===== src/rtl/tt_host_pkg.sv =====
// Shared types and helpers for the tile host driver: FSM states, tile mode
// codes and the request-to-pin packing rule.
package tt_host_pkg;

  typedef enum logic [1:0] {
    ST_IDLE   = 2'd0,
    ST_SWITCH = 2'd1,
    ST_SETTLE = 2'd2,
    ST_RESP   = 2'd3
  } state_e;

  localparam logic [1:0] MODE_ADD   = 2'd0;
  localparam logic [1:0] MODE_LATCH = 2'd1;

  typedef struct packed {
    logic [7:0] ui;
    logic [7:0] uio;
  } pins_t;

  // Carry-in only reaches the tile in adder mode; every other mode sees 0.
  function automatic pins_t pack_pins(input logic [1:0] mode,
                                      input logic [5:0] a,
                                      input logic [5:0] b,
                                      input logic       cin);
    pins_t p;
    p.ui  = {mode, a};
    p.uio = {(mode == MODE_ADD) ? cin : 1'b0, 1'b0, b};
    return p;
  endfunction

endpackage


===== src/rtl/settle_timer.sv =====
// Loadable down-counter that measures the tile settle window; zero flags
// the edge on which the tile output may be sampled.
module settle_timer #(
  parameter int CW = 4
) (
  input  logic          clk,
  input  logic          rst_n,
  input  logic          load,
  input  logic [CW-1:0] load_val,
  input  logic          dec,
  output logic          zero
);

  logic [CW-1:0] cnt_q, cnt_d;

  // Load wins over decrement; the count parks at zero.
  always_comb begin
    cnt_d = cnt_q;
    if (load) begin
      cnt_d = load_val;
    end else if (dec && (cnt_q != '0)) begin
      cnt_d = cnt_q - 1'b1;
    end
  end

  // Counter register.
  always_ff @(posedge clk or negedge rst_n) begin
    if (!rst_n) begin
      cnt_q <= '0;
    end else begin
      cnt_q <= cnt_d;
    end
  end

  assign zero = (cnt_q == '0);

endmodule


===== src/rtl/tt_host_driver.sv =====
// Host-side initiator for the tile pin interface: accepts one request,
// drives the tile pins, waits the settle window, returns uo_out.
//
// state  | meaning
// IDLE   | ready for a request; pins hold the last image
// SWITCH | new mode on pins with data bits 0, one cycle only
// SETTLE | full image on pins, counting down the settle window
// RESP   | captured result held until the consumer takes it
module tt_host_driver
  import tt_host_pkg::*;
#(
  parameter int SETTLE = 2,
  parameter int CW     = 4
) (
  input  logic       clk,
  input  logic       rst_n,
  input  logic       req_valid,
  output logic       req_ready,
  input  logic [1:0] req_mode,
  input  logic [5:0] req_a,
  input  logic [5:0] req_b,
  input  logic       req_cin,
  output logic       rsp_valid,
  input  logic       rsp_ready,
  output logic [7:0] rsp_data,
  output logic [1:0] rsp_mode,
  output logic [7:0] pin_ui,
  output logic [7:0] pin_uio,
  input  logic [7:0] pin_uo
);

  localparam logic [CW-1:0] LOAD_VAL = CW'(SETTLE - 1);

  state_e     state_q, state_d;
  logic [1:0] drv_mode_q, drv_mode_d;
  logic [1:0] mode_q, mode_d;
  logic [5:0] a_q, a_d;
  logic [5:0] b_q, b_d;
  logic       cin_q, cin_d;
  logic [7:0] pin_ui_q, pin_ui_d;
  logic [7:0] pin_uio_q, pin_uio_d;
  logic [7:0] rsp_data_q, rsp_data_d;
  logic [1:0] rsp_mode_q, rsp_mode_d;
  logic       tmr_load, tmr_dec, tmr_zero;
  pins_t      pins_req, pins_held;

  settle_timer #(.CW(CW)) u_timer (
    .clk      (clk),
    .rst_n    (rst_n),
    .load     (tmr_load),
    .load_val (LOAD_VAL),
    .dec      (tmr_dec),
    .zero     (tmr_zero)
  );

  // Next-state, pin image and response capture.
  always_comb begin
    state_d    = state_q;
    drv_mode_d = drv_mode_q;
    mode_d     = mode_q;
    a_d        = a_q;
    b_d        = b_q;
    cin_d      = cin_q;
    pin_ui_d   = pin_ui_q;
    pin_uio_d  = pin_uio_q;
    rsp_data_d = rsp_data_q;
    rsp_mode_d = rsp_mode_q;
    tmr_load   = 1'b0;
    tmr_dec    = 1'b0;
    pins_req   = pack_pins(req_mode, req_a, req_b, req_cin);
    pins_held  = pack_pins(mode_q, a_q, b_q, cin_q);

    unique case (state_q)
      ST_IDLE: begin
        if (req_valid) begin
          mode_d = req_mode;
          a_d    = req_a;
          b_d    = req_b;
          cin_d  = req_cin;
          if (req_mode != drv_mode_q) begin
            // Present the new mode with blank data so the tile never
            // interprets stale operands under the wrong mode.
            pin_ui_d   = {req_mode, 6'b0};
            pin_uio_d  = 8'h00;
            drv_mode_d = req_mode;
            state_d    = ST_SWITCH;
          end else begin
            pin_ui_d  = pins_req.ui;
            pin_uio_d = pins_req.uio;
            tmr_load  = 1'b1;
            state_d   = ST_SETTLE;
          end
        end
      end
      ST_SWITCH: begin
        pin_ui_d  = pins_held.ui;
        pin_uio_d = pins_held.uio;
        tmr_load  = 1'b1;
        state_d   = ST_SETTLE;
      end
      ST_SETTLE: begin
        if (tmr_zero) begin
          rsp_data_d = pin_uo;
          rsp_mode_d = mode_q;
          state_d    = ST_RESP;
        end else begin
          tmr_dec = 1'b1;
        end
      end
      ST_RESP: begin
        if (rsp_ready) begin
          state_d = ST_IDLE;
        end
      end
      default: state_d = ST_IDLE;
    endcase
  end

  // State, request, pin and response registers.
  always_ff @(posedge clk or negedge rst_n) begin
    if (!rst_n) begin
      state_q    <= ST_IDLE;
      drv_mode_q <= 2'd0;
      mode_q     <= 2'd0;
      a_q        <= 6'd0;
      b_q        <= 6'd0;
      cin_q      <= 1'b0;
      pin_ui_q   <= 8'h00;
      pin_uio_q  <= 8'h00;
      rsp_data_q <= 8'h00;
      rsp_mode_q <= 2'd0;
    end else begin
      state_q    <= state_d;
      drv_mode_q <= drv_mode_d;
      mode_q     <= mode_d;
      a_q        <= a_d;
      b_q        <= b_d;
      cin_q      <= cin_d;
      pin_ui_q   <= pin_ui_d;
      pin_uio_q  <= pin_uio_d;
      rsp_data_q <= rsp_data_d;
      rsp_mode_q <= rsp_mode_d;
    end
  end

  assign req_ready = (state_q == ST_IDLE);
  assign rsp_valid = (state_q == ST_RESP);
  assign rsp_data  = rsp_data_q;
  assign rsp_mode  = rsp_mode_q;
  assign pin_ui    = pin_ui_q;
  assign pin_uio   = pin_uio_q;

endmodule


===== config.mk =====
export PLATFORM = sky130hd
export DESIGN_NAME = tt_host_driver
export DESIGN_NICKNAME = d
export VERILOG_FILES = /design/src/rtl/tt_host_pkg.sv /design/src/rtl/settle_timer.sv /design/src/rtl/tt_host_driver.sv
export SDC_FILE = /design/constraint.sdc
export NUM_CORES = 1
export LEC_CHECK = 0
export ABC_AREA = 1
export CAP_MARGIN = 20
export CELL_PAD_IN_SITES_DETAIL_PLACEMENT = 1
export CELL_PAD_IN_SITES_GLOBAL_PLACEMENT = 1
export CORE_MARGIN = 3
export CORE_UTILIZATION = 30
export DETAILED_ROUTE_END_ITERATION = 8
export GPL_TIMING_DRIVEN = 0
export PLACE_DENSITY = 0.64
export SYNTH_ARGS = -nofsm -noshare
export SYNTH_HDL_FRONTEND = slang
export SYNTH_SLANG_ARGS = --single-unit

===== constraint.sdc =====
create_clock -name clk -period 2.24 [get_ports clk]
set_clock_uncertainty 0.2 [all_clocks]
set_input_delay 0.448 -clock clk [delete_from_list [all_inputs] [get_ports clk]]
set_output_delay 0.448 -clock clk [all_outputs]
set_load 0.01 [all_outputs]

==> impl_metrics.json, run 1 <==
{
  "cp_cell_sequence": "ha_1 -> clkdlybuf4s50_1",
  "ctsHtreeMaxLevel": 2,
  "syn_nets": 344,
  "cp_arrival_ns": 1.44,
  "clock_tree.buffer_depth": 2,
  "start_util_pct": 31.4,
  "die_x_um": 96.7,
  "synthesis.area_um2": 2470,
  "drcViolationCount": 0,
  "post_synth_inst_count": 312,
  "worst-endpoint-required_ns": 1.59,
  "tritoncts_clock_tree": "yes",
  "synth_top_area_cell": "sky130_fd_sc_hd__dfrtp_1",
  "rsz_0062_raised_after_global_routing": "false",
  "post-route-min-period_ns": 2.09,
  "detailedPlace.worstSlack_ns": 0.158,
  "worst_path_clk_slew_ns": 0.09,
  "outcome": "finished clean",
  "fill_cells": 985,
  "insertedDiodeCount": 0,
  "numCtsBuffers": 5,
  "source_to_sink_clock_delay_at_the_later_pin_of_the_worst_skew_pair_ns": 0.29,
  "postSynthRegisterBits": 48,
  "ioPinCount": 55,
  "sequential_cell_area_um2": 1200,
  "drt-wirelength-per-cell_um": 13.3,
  "timing.final.setup_violations": 0,
  "yosys.cell_count.top_type": "sky130_fd_sc_hd__nand2_1",
  "worst-path-max-fanout": 4,
  "placement_rows": 32,
  "worst_slew_margin_pct": 63.1,
  "clockRootBuffer": "sky130_fd_sc_hd__clkbuf_8",
  "synth-edff-count": 0,
  "worst_hold_path_type": "flop to flop",
  "critPathLaunchType": "flop",
  "number_of_distinct_library_cells_after_synthesis": 24,
  "placedInstanceArea_um2": 3140,
  "synth_top_area_share_pct": 48.7,
  "final-max-slew-violation-count": 0,
  "grt_pass1_vias": 2208,
  "drt_first_pass_iters": 4,
  "detail_route.wirelength_um": 6310,
  "final_nets": 406,
  "cap_viol_max_count": 0,
  "cts.sink_count": 48,
  "pwr_density_cell_nw_per_um2": 1320,
  "synth.yosys.seq_area_share_pct": 48.7,
  "hold_depth": 2,
  "post-route-worst-setup-slack_ns": 0.151,
  "place.gp.congestion": 0.717,
  "buffer_ports.inserted": 53,
  "die-height_um": 96.7,
  "dr_total_vias": 2131,
  "max_stage_delay_ns": 0.54,
  "dr_iter_0_viols": 37,
  "multi_input_comb_area_um2": 1030,
  "cpMaxStageDelayCell": "sky130_fd_sc_hd__clkdlybuf4s50_1",
  "synthToLayoutAreaGrowth_pct": 32.1,
  "ant_nets": 0,
  "syn_avg_cell_area_um2": 7.90,
  "grt_overflow_total": 0,
  "setup_buffers_after_cts": 0,
  "drt-vias-per-instance": 4.48,
  "antenna_found_initial": 0,
  "cp_buf_inv_count": 1,
  "timing_hold_violations_final": 0,
  "timing.setup.critical_path_class": "flop to primary output",
  "grt_first_pass_wirelength_um": 10800,
  "async_reset_ff_share_pct": 100,
  "synth_flop_cell": "sky130_fd_sc_hd__dfrtp_1",
  "detailed_place_hpwl_um": 4830,
  "r2r_worst_path_depth": 9,
  "maximum_number_of_pins_on_one_net_before_global_route_repair": 28,
  "synth.top_cells.by_count": "sky130_fd_sc_hd__nand2_1 (136), sky130_fd_sc_hd__dfrtp_1 (48), sky130_fd_sc_hd__inv_1 (27)",
  "share_of_layout_cells_above_drive_strength_1_pct": 12.6,
  "finish.instance_area_um2": 3260,
  "die-area_um2": 9340,
  "grt.total_usage_pct": 13.7,
  "post-route-util_pct": 41.5,
  "main_area_contributors_after_synthesis": "sky130_fd_sc_hd__dfrtp_1 (49%), sky130_fd_sc_hd__nand2_1 (21%), sky130_fd_sc_hd__o21ai_2 (4.3%), sky130_fd_sc_hd__inv_1 (4.1%), sky130_fd_sc_hd__nand3_1 (3.9%)",
  "top_delay_family_on_crit_path": "buffers and inverters",
  "max_freq_mhz": 479,
  "worstSetupEndpointType": "primary output",
  "leakage_uw": 0.00167,
  "fin_crit_sh_pct": 93.3,
  "timing.critical_path.depth": 2,
  "synthesis.yosys.warnings": 0,
  "power.total_uw": 4290,
  "vdd_ir_drop_max_v": 0.000496,
  "design.core.area_um2": 7850,
  "timing_worst_slew_pin_value_ns": 0.553
}
==> cells by family after synthesis <==
kind of cell             share of synthesized area (%)
buffers and inverters                             10.1
XOR/XNOR                                         0.355
flip-flops                                        48.7
AO/OA/AOI/OAI                                     9.28
adder cells (fa/ha/maj)                           2.54
AND/OR/NAND/NOR                                   28.9
other                                            0.152
==> layout by cell type (no fill, tap or decap), types with 7 or more instances in the layout <==
master,n
sky130_fd_sc_hd__clkbuf_8,7
sky130_fd_sc_hd__nand2_1,136
sky130_fd_sc_hd__o21ai_0,14
sky130_fd_sc_hd__buf_6,7
sky130_fd_sc_hd__dfrtp_1,48
sky130_fd_sc_hd__inv_1,27
sky130_fd_sc_hd__nor2_1,20
sky130_fd_sc_hd__nand3_1,19
sky130_fd_sc_hd__clkdlybuf4s50_1,51
sky130_fd_sc_hd__o21ai_2,12
==> path summary, 6_finish.rpt <==
kind / from / end / slack (ns)
worst min register to register: pin_uio[0]$_DFFE_PN0P_ / pin_uio[0]$_DFFE_PN0P_ / 0.28
worst min-delay path: pin_uio[0]$_DFFE_PN0P_ / pin_uio[0]$_DFFE_PN0P_ / 0.28
max in group asynchronous: rst_n / rsp_data[6]$_DFFE_PN0P_ / 0.83
worst max-delay path: state_q[0]$_DFFE_PN0P_ / rsp_valid / 0.15
min in group asynchronous: rst_n / pin_ui[1]$_DFFE_PN0P_ / 0.47
worst max register to register: state_q[1]$_DFFE_PN0P_ / pin_ui[4]$_DFFE_PN0P_ / 0.42
==> area by class of cell <==
class / instances / share of cell area, %
Inverter: 32 / 3.84
Clock buffer: 7 / 2.96
Multi-Input combinational cell: 218 / 31.6
Timing Repair Buffer: 55 / 17.0
Sequential cell: 48 / 36.9
Buffer: 14 / 3.80
Tap cell: 102 / 3.92
==> power by group <==
part	switching, uW	internal (uW)	total, uW	leakage [uW]
clock	278	275	554	0.0000503
sequential	218	1260	1480	0.000608
combinational	1250	1010	2260	0.00101
==> registers in the layout, indices dropped and copies added, names as in the netlist <==
| signal | count |
|---|---|
| a_q | 6 |
| b_q | 6 |
| cin_q | 1 |
| drv_mode_q | 2 |
| mode_q | 2 |
| pin_ui | 8 |
| pin_uio | 7 |
| rsp_data | 8 |
| rsp_mode | 2 |
| state_q | 2 |
| u_timer.cnt_q | 4 |
==> metrics by stage <==
step / cells / TNS [ns] / hold slack (ns)
after floorplan: 312 / 0 / -0.0476
after global placement: 467 / -50.88 / 0.263
after detailed placement: 468 / 0 / 0.265
after CTS: 476 / 0 / 0.289
after global routing: 476 / 0 / 0.315
final: 476 / 0 / 0.283
==> metal layers <==
layer | routed length, um | vias up | track usage [%] | part of all wire [%]
met5 | 0 | - | 0 | 0
met4 | 53 | 0 | 2.92 | 0.84
met3 | 182 | 4 | 2.24 | 2.9
met2 | 3030 | 28 | 22.7 | 48
met1 | 3050 | 1026 | 19.0 | 48
li1 | - | 1073 | - | -
==> tightest hold or removal path, delay by kind of cell (launching register included) <==
family,cells,cell delay [ns]
and+or+nand+nor,2,0.11
DFF,1,0.35
==> what timing repair did <==
item                                    4_1_cts  5_1_grt
hold buffers                                  1        0
endpoints found under the hold margin        21        0
endpoints found under the setup margin        1        0
resized for setup                             3        0
Power figures use the tool's default switching activity.
==> run 2, diff against run 1 <==
- CORE_UTILIZATION: 30 -> 36
- PLACE_DENSITY: 0.64 -> 0.75
==> run 2 against run 1 <==
Register-to-register slack about the same. Sequential share of layout area up 0.23 points. Fmax down 0.61%. Cell count down 5.0%. Largest cell class unchanged. Highest routed layer unchanged. Non-clock buffer count unchanged. First-iteration DRC count rose to 3.2 times the previous value. Global-route usage up 3.7 points. Routed wire length down 3.7%. Die area down 16%. Design area down 0.61%. Utilization up 8.3 points.
==> impl_metrics.json, run 2 (synthesis gave the netlist of run 1 again) <==
{
  "outcome": "finished clean",
  "drt_first_pass_iters": 4,
  "grt.met2_usage_pct": 29.4,
  "worst-path-max-fanout": 4,
  "rsz_0062_raised_after_global_routing": "false",
  "final-max-slew-violation-count": 0,
  "grt_pass1_vias": 2261,
  "clock_tree.buffer_depth": 2,
  "cpMaxStageDelayCell": "sky130_fd_sc_hd__clkdlybuf4s50_1",
  "grt_first_pass_wirelength_um": 10800,
  "hold_path_startpoint": "pin_uio[1]$_DFFE_PN0P_",
  "commonest_non_fill_non_tap_cells_in_the_layout": "sky130_fd_sc_hd__nand2_1 (136), sky130_fd_sc_hd__clkdlybuf4s50_1 (51), sky130_fd_sc_hd__dfrtp_1 (48)",
  "setup_buffers_after_cts": 0,
  "grt.total_usage_pct": 17.4,
  "antenna_found_initial": 0,
  "tritoncts_clock_tree": "yes",
  "ctsHtreeMaxLevel": 2,
  "sequential_cell_area_um2": 1200,
  "finish.instance_area_um2": 3240,
  "drcViolationCount": 0,
  "vdd_ir_drop_max_v": 0.000548,
  "worstSetupEndpointType": "primary output",
  "die_x_um": 88.8,
  "place.gp.congestion": 0.772,
  "worst-endpoint-required_ns": 1.59,
  "most_common_cell_after_layout_fill_and_taps_aside": "sky130_fd_sc_hd__nand2_1",
  "worst_path_clk_slew_ns": 0.09,
  "die-height_um": 88.8,
  "die-area_um2": 7880,
  "ant_nets": 0,
  "share_of_layout_cells_above_drive_strength_1_pct": 12.8,
  "design.core.area_um2": 6490,
  "grt_overflow_total": 0,
  "maximum_number_of_pins_on_one_net_before_global_route_repair": 34,
  "synthToLayoutAreaGrowth_pct": 31.3,
  "fin_crit_sh_pct": 93.8,
  "critPathLaunchType": "flop",
  "final_nets": 406,
  "post-route-min-period_ns": 2.10,
  "dr_iter_0_viols": 120,
  "cp_arrival_ns": 1.45,
  "dr_total_vias": 2147,
  "launch_point_of_the_worst_path": "state_q[0]$_DFFE_PN0P_",
  "fill_cells": 800,
  "drt-vias-per-instance": 4.75,
  "cts.sink_count": 48,
  "groute.layer.met1.usage_pct": 23.0,
  "detail_route.wirelength_um": 6080,
  "insertedDiodeCount": 0,
  "globalRouteMet3Util_pct": 2.79,
  "max_freq_mhz": 476,
  "multi_input_comb_area_um2": 1030,
  "worstReg2RegStart": "state_q[1]$_DFFE_PN0P_",
  "drt-wirelength-per-cell_um": 13.4,
  "clockRootBuffer": "sky130_fd_sc_hd__clkbuf_8",
  "pwr_density_cell_nw_per_um2": 1350,
  "detailed_place_hpwl_um": 4620,
  "grt_most_used_layer": "met2",
  "source_to_sink_clock_delay_at_the_later_pin_of_the_worst_skew_pair_ns": 0.30,
  "buffer_ports.inserted": 53,
  "cp_cell_sequence": "ha_1 -> clkdlybuf4s50_1",
  "post-route-util_pct": 49.8,
  "timing.final.setup_violations": 0,
  "numCtsBuffers": 5,
  "placedInstanceArea_um2": 3110,
  "cap_viol_max_count": 0,
  "ioPinCount": 55,
  "start_util_pct": 38.0,
  "timing_hold_violations_final": 0,
  "leakage_uw": 0.00168,
  "worst_hold_path_type": "flop to flop",
  "timing.setup.critical_path_class": "flop to primary output",
  "max_stage_delay_ns": 0.54,
  "placement_rows": 29
}
## run 2: changes by cell type in the layout (fill, tap and decap cells not counted)
cell and change:
sky130_fd_sc_hd__clkinv_2 +1, sky130_fd_sc_hd__inv_1 -1, sky130_fd_sc_hd__clkbuf_1 +1, sky130_fd_sc_hd__inv_2 +1
sky130_fd_sc_hd__clkbuf_8 -2, sky130_fd_sc_hd__bufinv_16 +1
## run 2: what timing repair did
item / in CTS / in global routing
endpoints found under the setup margin: 1 / 0
gates resized for setup: 4 / 0
hold endpoints to repair: 15 / 0
hold buffers: 1 / 0
## run 2: final timing paths
path,cells after the start,slack [ns],end
max,2,0.14,rsp_valid
min,2,0.28,pin_uio[1]$_DFFE_PN0P_
max reg2reg,9,0.42,pin_ui[0]$_DFFE_PN0P_
min reg2reg,2,0.28,pin_uio[1]$_DFFE_PN0P_
max in group asynchronous,3,0.94,pin_uio[7]$_DFFE_PN0P_
min in group asynchronous,2,0.40,u_timer.cnt_q[0]$_DFFE_PN0P_
## run 2: power by group
part / internal, uW / switching, uW / total [uW]
logic: 1010 / 1250 / 2260
clock network: 332 / 293 / 625
registers: 1260 / 213 / 1470
total: 2600 / 1750 / 4360
## run 2: area by class of cell
class                   instances  area share (%)
inverters                      32            3.87
plain buffers                  14            3.83
well taps                      77            2.98
repair buffers                 55            17.1
multi-input cells             218            31.8
clock buffers                   6            2.24
clock inverters                 2            1.08
flip-flops and latches         48            37.1
## run 2: routing by layer
layer  up-vias  share of wire, %
li1       1076                 -
met1      1034                47
met2        32                49
met3         5               3.3
met4         0               1.1
met5         -                 0
## run 2: critical path: cells and delay by family, from the launching register on
family	cells	cell delay, ns
DFF	1	0.43
adders and majority gates	1	0.19
buffers and inverters	1	0.54
## run 2: through the flow
step,setup TNS [ns],hold WS [ns],power [uW],setup slack [ns],instances
floorplan,0,-0.0476,2850,0.593,312
global placement,-44.96,0.265,3680,-0.940,442
detailed placement,0,0.202,3760,0.150,443
CTS,0,0.288,4430,0.109,452
global route,0,0.308,4780,0.0279,452
finish,0,0.283,4360,0.138,452
